==> config.mk <==
export PLATFORM = sky130hd
export DESIGN_NAME = fetch_queue
export DESIGN_NICKNAME = d
export VERILOG_FILES = /design/src/rtl/fetch_queue_pkg.sv /design/src/rtl/fetch_queue_fifo.sv /design/src/rtl/fetch_queue.sv
export SDC_FILE = /design/constraint.sdc
export NUM_CORES = 1
export LEC_CHECK = 0
export CAP_MARGIN = 20
export CORE_MARGIN = 2
export CORE_UTILIZATION = 45
export CTS_CLUSTER_DIAMETER = 50
export CTS_CLUSTER_SIZE = 8
export DETAILED_ROUTE_END_ITERATION = 10
export PLACE_DENSITY = 0.66
export SETUP_SLACK_MARGIN = 0.1
export SYNTH_ARGS = -nofsm -noshare
export SYNTH_HDL_FRONTEND = slang
export SYNTH_SLANG_ARGS = --single-unit
==> constraint.sdc <==
create_clock -name clk -period 3.1 [get_ports clk]
set_input_delay 0.62 -clock clk [delete_from_list [all_inputs] [get_ports clk]]
set_output_delay 0.62 -clock clk [all_outputs]
set_load 0.01 [all_outputs]
==> src/rtl/fetch_queue_pkg.sv <==
// Shared cpu package: fetch FSM states, PC step and queue entry layout.
// Imported by the fetch queue and its storage FIFO.
package fetch_queue_pkg;

  typedef enum logic [1:0] {
    FQ_IDLE = 2'd0,
    FQ_WAIT = 2'd1,
    FQ_DROP = 2'd2
  } fq_state_e;

  localparam logic [31:0] PC_INC = 32'd4;

  typedef struct packed {
    logic [31:0] pc;
    logic [31:0] inst;
  } fq_entry_t;

  function automatic logic [31:0] word_align(input logic [31:0] a);
    return a & ~32'h3;
  endfunction

endpackage

==> src/rtl/fetch_queue_fifo.sv <==
// Instruction queue storage: synchronous write, asynchronous read.
// Flush wins over push/pop and clears pointers and count.
module fq_fifo
  import fetch_queue_pkg::*;
#(
  parameter int unsigned DEPTH = 4
) (
  input  logic                     clk_i,
  input  logic                     rst_ni,
  input  logic                     flush_i,
  input  logic                     push_i,
  input  fq_entry_t                data_i,
  input  logic                     pop_i,
  output fq_entry_t                data_o,
  output logic [$clog2(DEPTH):0]   count_o
);

  localparam int unsigned AW = $clog2(DEPTH);
  localparam int unsigned CW = AW + 1;

  fq_entry_t         mem_q [DEPTH];
  logic [AW-1:0]     wr_q, wr_d;
  logic [AW-1:0]     rd_q, rd_d;
  logic [CW-1:0]     cnt_q, cnt_d;

  always_comb begin
    wr_d  = wr_q;
    rd_d  = rd_q;
    cnt_d = cnt_q;
    if (flush_i) begin
      wr_d  = '0;
      rd_d  = '0;
      cnt_d = '0;
    end else begin
      if (push_i) wr_d = wr_q + AW'(1);
      if (pop_i)  rd_d = rd_q + AW'(1);
      cnt_d = cnt_q + CW'(push_i) - CW'(pop_i);
    end
  end

  always_ff @(posedge clk_i or negedge rst_ni) begin
    if (!rst_ni) begin
      wr_q  <= '0;
      rd_q  <= '0;
      cnt_q <= '0;
    end else begin
      wr_q  <= wr_d;
      rd_q  <= rd_d;
      cnt_q <= cnt_d;
    end
  end

  // Payload array carries no reset; count gates every read of it.
  always_ff @(posedge clk_i) begin
    if (push_i && !flush_i) mem_q[wr_q] <= data_i;
  end

  assign data_o  = mem_q[rd_q];
  assign count_o = cnt_q;

endmodule

==> src/rtl/fetch_queue.sv <==
// Instruction fetch queue: one outstanding imem request, DEPTH-entry
// buffer to decode, redirect flush with drop of in-flight responses.
module fetch_queue
  import fetch_queue_pkg::*;
#(
  parameter int unsigned DEPTH    = 4,
  parameter logic [31:0] RESET_PC = 32'h0000_0000
) (
  input  logic        clk,
  input  logic        rst,
  output logic        imem_req,
  output logic [31:0] imem_addr,
  input  logic        imem_ack,
  input  logic [31:0] imem_data,
  input  logic        redirect_valid,
  input  logic [31:0] redirect_pc,
  output logic        inst_valid,
  output logic [31:0] inst,
  output logic [31:0] inst_pc,
  input  logic        inst_ready
);

  localparam int unsigned CW = $clog2(DEPTH) + 1;

  if (DEPTH < 2 || (DEPTH & (DEPTH - 1)) != 0) begin : g_bad_depth
    $error("fetch_queue: DEPTH must be a power of two >= 2");
  end

  fq_state_e     state_q, state_d;
  logic [31:0]   pc_q, pc_d;
  logic          req_q, req_d;
  logic [31:0]   addr_q, addr_d;
  logic          live_q;
  fq_entry_t     hold_q;

  logic [CW-1:0] count;
  fq_entry_t     head;
  fq_entry_t     shown;
  fq_entry_t     wdata;
  logic          ack;
  logic          pop;
  logic          push;
  logic          flush;
  logic          room;
  logic          issue_ok;
  logic [31:0]   pc_nxt;
  logic [31:0]   tgt_pc;

  assign ack      = imem_ack & req_q;
  assign pop      = inst_valid & inst_ready;
  assign pc_nxt   = pc_q + PC_INC;
  assign tgt_pc   = word_align(redirect_pc);
  assign room     = (count + CW'(1) - CW'(pop)) < CW'(DEPTH);
  assign issue_ok = live_q && (count < CW'(DEPTH));
  assign wdata    = '{pc: pc_q, inst: imem_data};

  fq_fifo #(
    .DEPTH (DEPTH)
  ) u_fifo (
    .clk_i   (clk),
    .rst_ni  (rst),
    .flush_i (flush),
    .push_i  (push),
    .data_i  (wdata),
    .pop_i   (pop),
    .data_o  (head),
    .count_o (count)
  );

  always_comb begin
    state_d = state_q;
    pc_d    = pc_q;
    req_d   = req_q;
    addr_d  = addr_q;
    push    = 1'b0;
    flush   = 1'b0;
    unique case (state_q)
      FQ_IDLE: begin
        if (redirect_valid) begin
          flush = 1'b1;
          pc_d  = tgt_pc;
        end else if (issue_ok) begin
          req_d   = 1'b1;
          addr_d  = pc_q;
          state_d = FQ_WAIT;
        end
      end
      FQ_WAIT: begin
        if (redirect_valid) begin
          flush = 1'b1;
          pc_d  = tgt_pc;
          if (ack) begin
            req_d   = 1'b0;
            state_d = FQ_IDLE;
          end else begin
            state_d = FQ_DROP;
          end
        end else if (ack) begin
          push = 1'b1;
          pc_d = pc_nxt;
          if (room) begin
            addr_d = pc_nxt;
          end else begin
            req_d   = 1'b0;
            state_d = FQ_IDLE;
          end
        end
      end
      FQ_DROP: begin
        // Queue was flushed on entry; only the target can change here.
        if (redirect_valid) pc_d = tgt_pc;
        if (ack) begin
          req_d   = 1'b0;
          state_d = FQ_IDLE;
        end
      end
      default: begin
        req_d   = 1'b0;
        state_d = FQ_IDLE;
      end
    endcase
  end

  // live_q holds off the first request by one edge after reset release.
  always_ff @(posedge clk or negedge rst) begin
    if (!rst) begin
      state_q <= FQ_IDLE;
      pc_q    <= word_align(RESET_PC);
      req_q   <= 1'b0;
      addr_q  <= '0;
      live_q  <= 1'b0;
      hold_q  <= '0;
    end else begin
      state_q <= state_d;
      pc_q    <= pc_d;
      req_q   <= req_d;
      addr_q  <= addr_d;
      live_q  <= 1'b1;
      hold_q  <= shown;
    end
  end

  assign shown      = inst_valid ? head : hold_q;
  assign inst_valid = (count != '0);
  assign inst       = shown.inst;
  assign inst_pc    = shown.pc;
  assign imem_req   = req_q;
  assign imem_addr  = addr_q;

endmodule

==> flow_summary.json <==
{
  "outcome": "completed",
  "p_int_mw": 13.0,
  "utilization_pct": 58.0,
  "cp_common_cell": "nand2_1",
  "combPwrFrac_pct": 32.3,
  "period_minus_slack_ns": 2.95,
  "row_count": 68,
  "clock-sinks": 383,
  "p_sw_share_pct": 32.1,
  "startpoint": "u_fifo.rd_q[0]",
  "postSynthAreaPerCell_um2": 14.3,
  "finClkSkew_ns": 0.0241,
  "stdcell_count": 1793,
  "slew_viol_final": 0,
  "firstDrtPassIters": 6,
  "powerDensity_nw_per_um2": 963,
  "wl_met1_um": 16600,
  "syn_inst": 1088,
  "dp_cells": 1668,
  "cpPeakStageDelay_ns": 0.51,
  "reg2reg_setup_slack_ns": 0.42,
  "crit_family": "buffers and inverters",
  "reg2reg_to": "imem_addr[28]",
  "netlist_area_um2": 15500,
  "grt_setup_unrepaired": "yes",
  "drt_wl_total_um": 37400,
  "areaGrowthSynthToFinish_pct": 27.8,
  "synth_seq_area_share_pct": 69.6,
  "wl_met3_um": 2200,
  "cts_buffer_depth": 3,
  "n_fill_cell": 2703,
  "drc": 0,
  "ys_types": 57,
  "critical_path_class": "reg2out",
  "fin_nets": 1369,
  "synth_edf_count": 248,
  "power_switching_mw": 6.14,
  "drive_gt1_share_pct": 15.8,
  "grt_use_total_pct": 21.2,
  "worst_skew_pair.late_latency_ns": 0.57,
  "io_pins": 167,
  "cts_buffers": 56,
  "worstSetupStartpointType": "flop",
  "cp_num_buf_inv": 3,
  "cts.clk_slew.worst_paths_ns": 0.05,
  "num_antenna_cells": 0,
  "layout_commonest_cell": "edfxtp_1",
  "p_clk_share_pct": 30.3,
  "yosysWarningCount": 0,
  "grt_pass1_wl_um": 57700,
  "routabilityCongestion": 0.853,
  "start_util_pct": 45.3,
  "hp-class": "reg2reg",
  "hold_viol_final": 0,
  "via_per_inst": 5.41,
  "crit_arrival_ns": 2.33,
  "die_area_um2": 36100,
  "worst_pin_slew_ns": 0.562,
  "crit_required_ns": 2.48,
  "holdWs_ns": 0.457,
  "dp_hpwl_um": 21300,
  "cts_tree": "done",
  "endpoint": "inst_pc[16]",
  "top_layer": "met4",
  "finalSetupViolCount": 0,
  "wl_per_cell_um": 20.8,
  "crit_chain": "buf_12, buf_16, mux4_2, nand2_1, nand2_1, dlygate4sd2_1",
  "ir_drop_mv": 0.524,
  "die_y_um": 190,
  "p_seq_share_pct": 37.4,
  "first_global_vias": 9943,
  "dieWidth_um": 190,
  "first_iter_violations": 785,
  "end_kind": "output pin",
  "cts-root-buf": "clkbuf_16",
  "synth-seq-cells": 383,
  "maxCapViolCount": 0,
  "synth_flop_cell": "edfxtp_1",
  "cellLeakagePower_nw": 7.42,
  "finalCritPeriodShare_pct": 95.0,
  "timing.rr.start": "pc_q[2]",
  "critPathMaxFanout": 16,
  "antenna_found_initial": 0,
  "met2_length_um": 17500,
  "power.total_mw": 19.1,
  "grt_max_degree": 63,
  "slowest_stage": "mux4_2",
  "fmax_mhz": 340,
  "crit_cells": 6,
  "worstRegToRegCells": 6,
  "max_slew_margin_pct": 62.4,
  "final_cell_mix": "edfxtp_1 (248), nand2_1 (215), dfrtp_1 (131)",
  "numPortBuffers": 162,
  "antenna_left": 0,
  "synthArstFlopShare_pct": 35.2,
  "h-tree-depth": 2,
  "gr-total-overflow": 0,
  "vias": 9706,
  "core_region_area_um2": 34300
}
## worst min-delay path, stage by stage, from the launching register on
cell,delay (ns)
dfrtp_1,0.32
nand2_1,0.04
nand2_1,0.06
## routing by layer
| layer | global-route usage (%) | up-vias |
|---|---|---|
| li1 | - | 4445 |
| met3 | 4.08 | 70 |
| met4 | 7.54 | 0 |
| met5 | 0 | - |
| met1 | 29.5 | 4843 |
| met2 | 33.5 | 348 |
## metrics by stage
stage / worst slack, ns / area [µm²] / TNS (ns)
2_1_floorplan: 0.687 / 15600 / 0
3_3_place_gp: 0.375 / 17900 / 0
3_5_place_dp: 0.380 / 17900 / 0
4_1_cts: -0.0649 / 19800 / -0.0649
5_1_grt: 0.0529 / 19900 / 0
6_report: 0.155 / 19900 / 0
## final cells by class
cell class                 instances  area, µm²  area share (%)
clock buffer                      98       1580            7.95
clock inverter                     7        120           0.604
inverter                          12       47.5           0.239
multi-input combinational        621       4400            22.1
sequential                       383      10800            54.5
tap                              455        569            2.87
timing repair buffer             217       2320            11.7
## logic make-up after synthesis
family | Yosys count | synth area share, %
DFF | 383 | 69.6
adders and majority gates | 9 | 0.773
buffers and inverters | 85 | 2.34
xor gates and xnor gates | 35 | 1.97
AOI/OAI and AO/OA | 134 | 5.21
muxes | 62 | 8.98
and+or+nand+nor | 378 | 11.0
other | 2 | 0.0483
## sequential cells by signal, indices dropped and copies added, names as in the netlist
signal / count
live_q: 1
pc_q: 30
u_fifo.mem_q: 248
imem_addr: 30
hold_q: 64
u_fifo.count_o: 3
state_q: 2
u_fifo.wr_q: 2
imem_req: 1
u_fifo.rd_q: 2
## worst min-delay path by stage
stage | to | startpoint | cells after the start
2_1_floorplan | hold_q[0] | rst | 0
3_3_place_gp | hold_q[10] | hold_q[10] | 2
3_5_place_dp | hold_q[54] | hold_q[54] | 2
4_1_cts | hold_q[54] | hold_q[54] | 2
5_1_grt | hold_q[50] | hold_q[50] | 2
6_report | hold_q[54] | hold_q[54] | 2
## repair_timing
item | 4_1_cts | 5_1_grt
cloned | 4 | 1
buffers inserted | 13 | 1
pin swaps | 1 | 0
hold buffers | 1 | 0
gates resized for setup | 76 | 18
endpoints found under the hold margin | 1 | 0
endpoints found under the setup margin | 64 | 37
## synthesized netlist by cell type, types with 2 or more instances
library cell | count | share of area [%]
o22a_1 | 7 | 0.39
a2bb2oi_1 | 5 | 0.28
edfxtp_1 | 248 | 48
nor3b_1 | 2 | 0.097
nand3_1 | 16 | 0.52
a21oi_1 | 70 | 2.3
xor2_1 | 11 | 0.62
and4_1 | 5 | 0.28
or3_1 | 5 | 0.20
clkbuf_1 | 45 | 1.1
nor4_1 | 8 | 0.32
o22ai_1 | 7 | 0.28
a32oi_1 | 2 | 0.11
buf_4 | 5 | 0.24
mux4_2 | 62 | 9.0
nand4_1 | 17 | 0.68
o21ai_0 | 17 | 0.55
a31o_2 | 2 | 0.11
o21a_1 | 2 | 0.097
and3_1 | 10 | 0.40
a31oi_1 | 5 | 0.20
conb_1 | 2 | 0.048
nor3_1 | 16 | 0.52
xnor2_1 | 24 | 1.4
a311oi_1 | 3 | 0.17
dfrtp_1 | 135 | 22
and2_1 | 7 | 0.28
a211oi_1 | 2 | 0.097
o2bb2ai_1 | 2 | 0.11
buf_1 | 7 | 0.17
ha_1 | 8 | 0.64
inv_1 | 11 | 0.27
nand2b_1 | 2 | 0.080
nor4_4 | 3 | 0.41
o41ai_1 | 3 | 0.17
nor2_1 | 59 | 1.4
nor2b_1 | 5 | 0.20
buf_2 | 14 | 0.45
nand2_1 | 216 | 5.2
## power groups by stage
stage	clock [mW]	sequential, mW	combinational [mW]
finish	5.80	7.15	6.17
global route	6.16	7.26	6.76
CTS	5.92	7.15	6.26
detailed placement	0	7.28	5.99
global placement	0	7.24	5.93
floorplan	0	6.99	3.23
(Power assumes the default switching activity.)
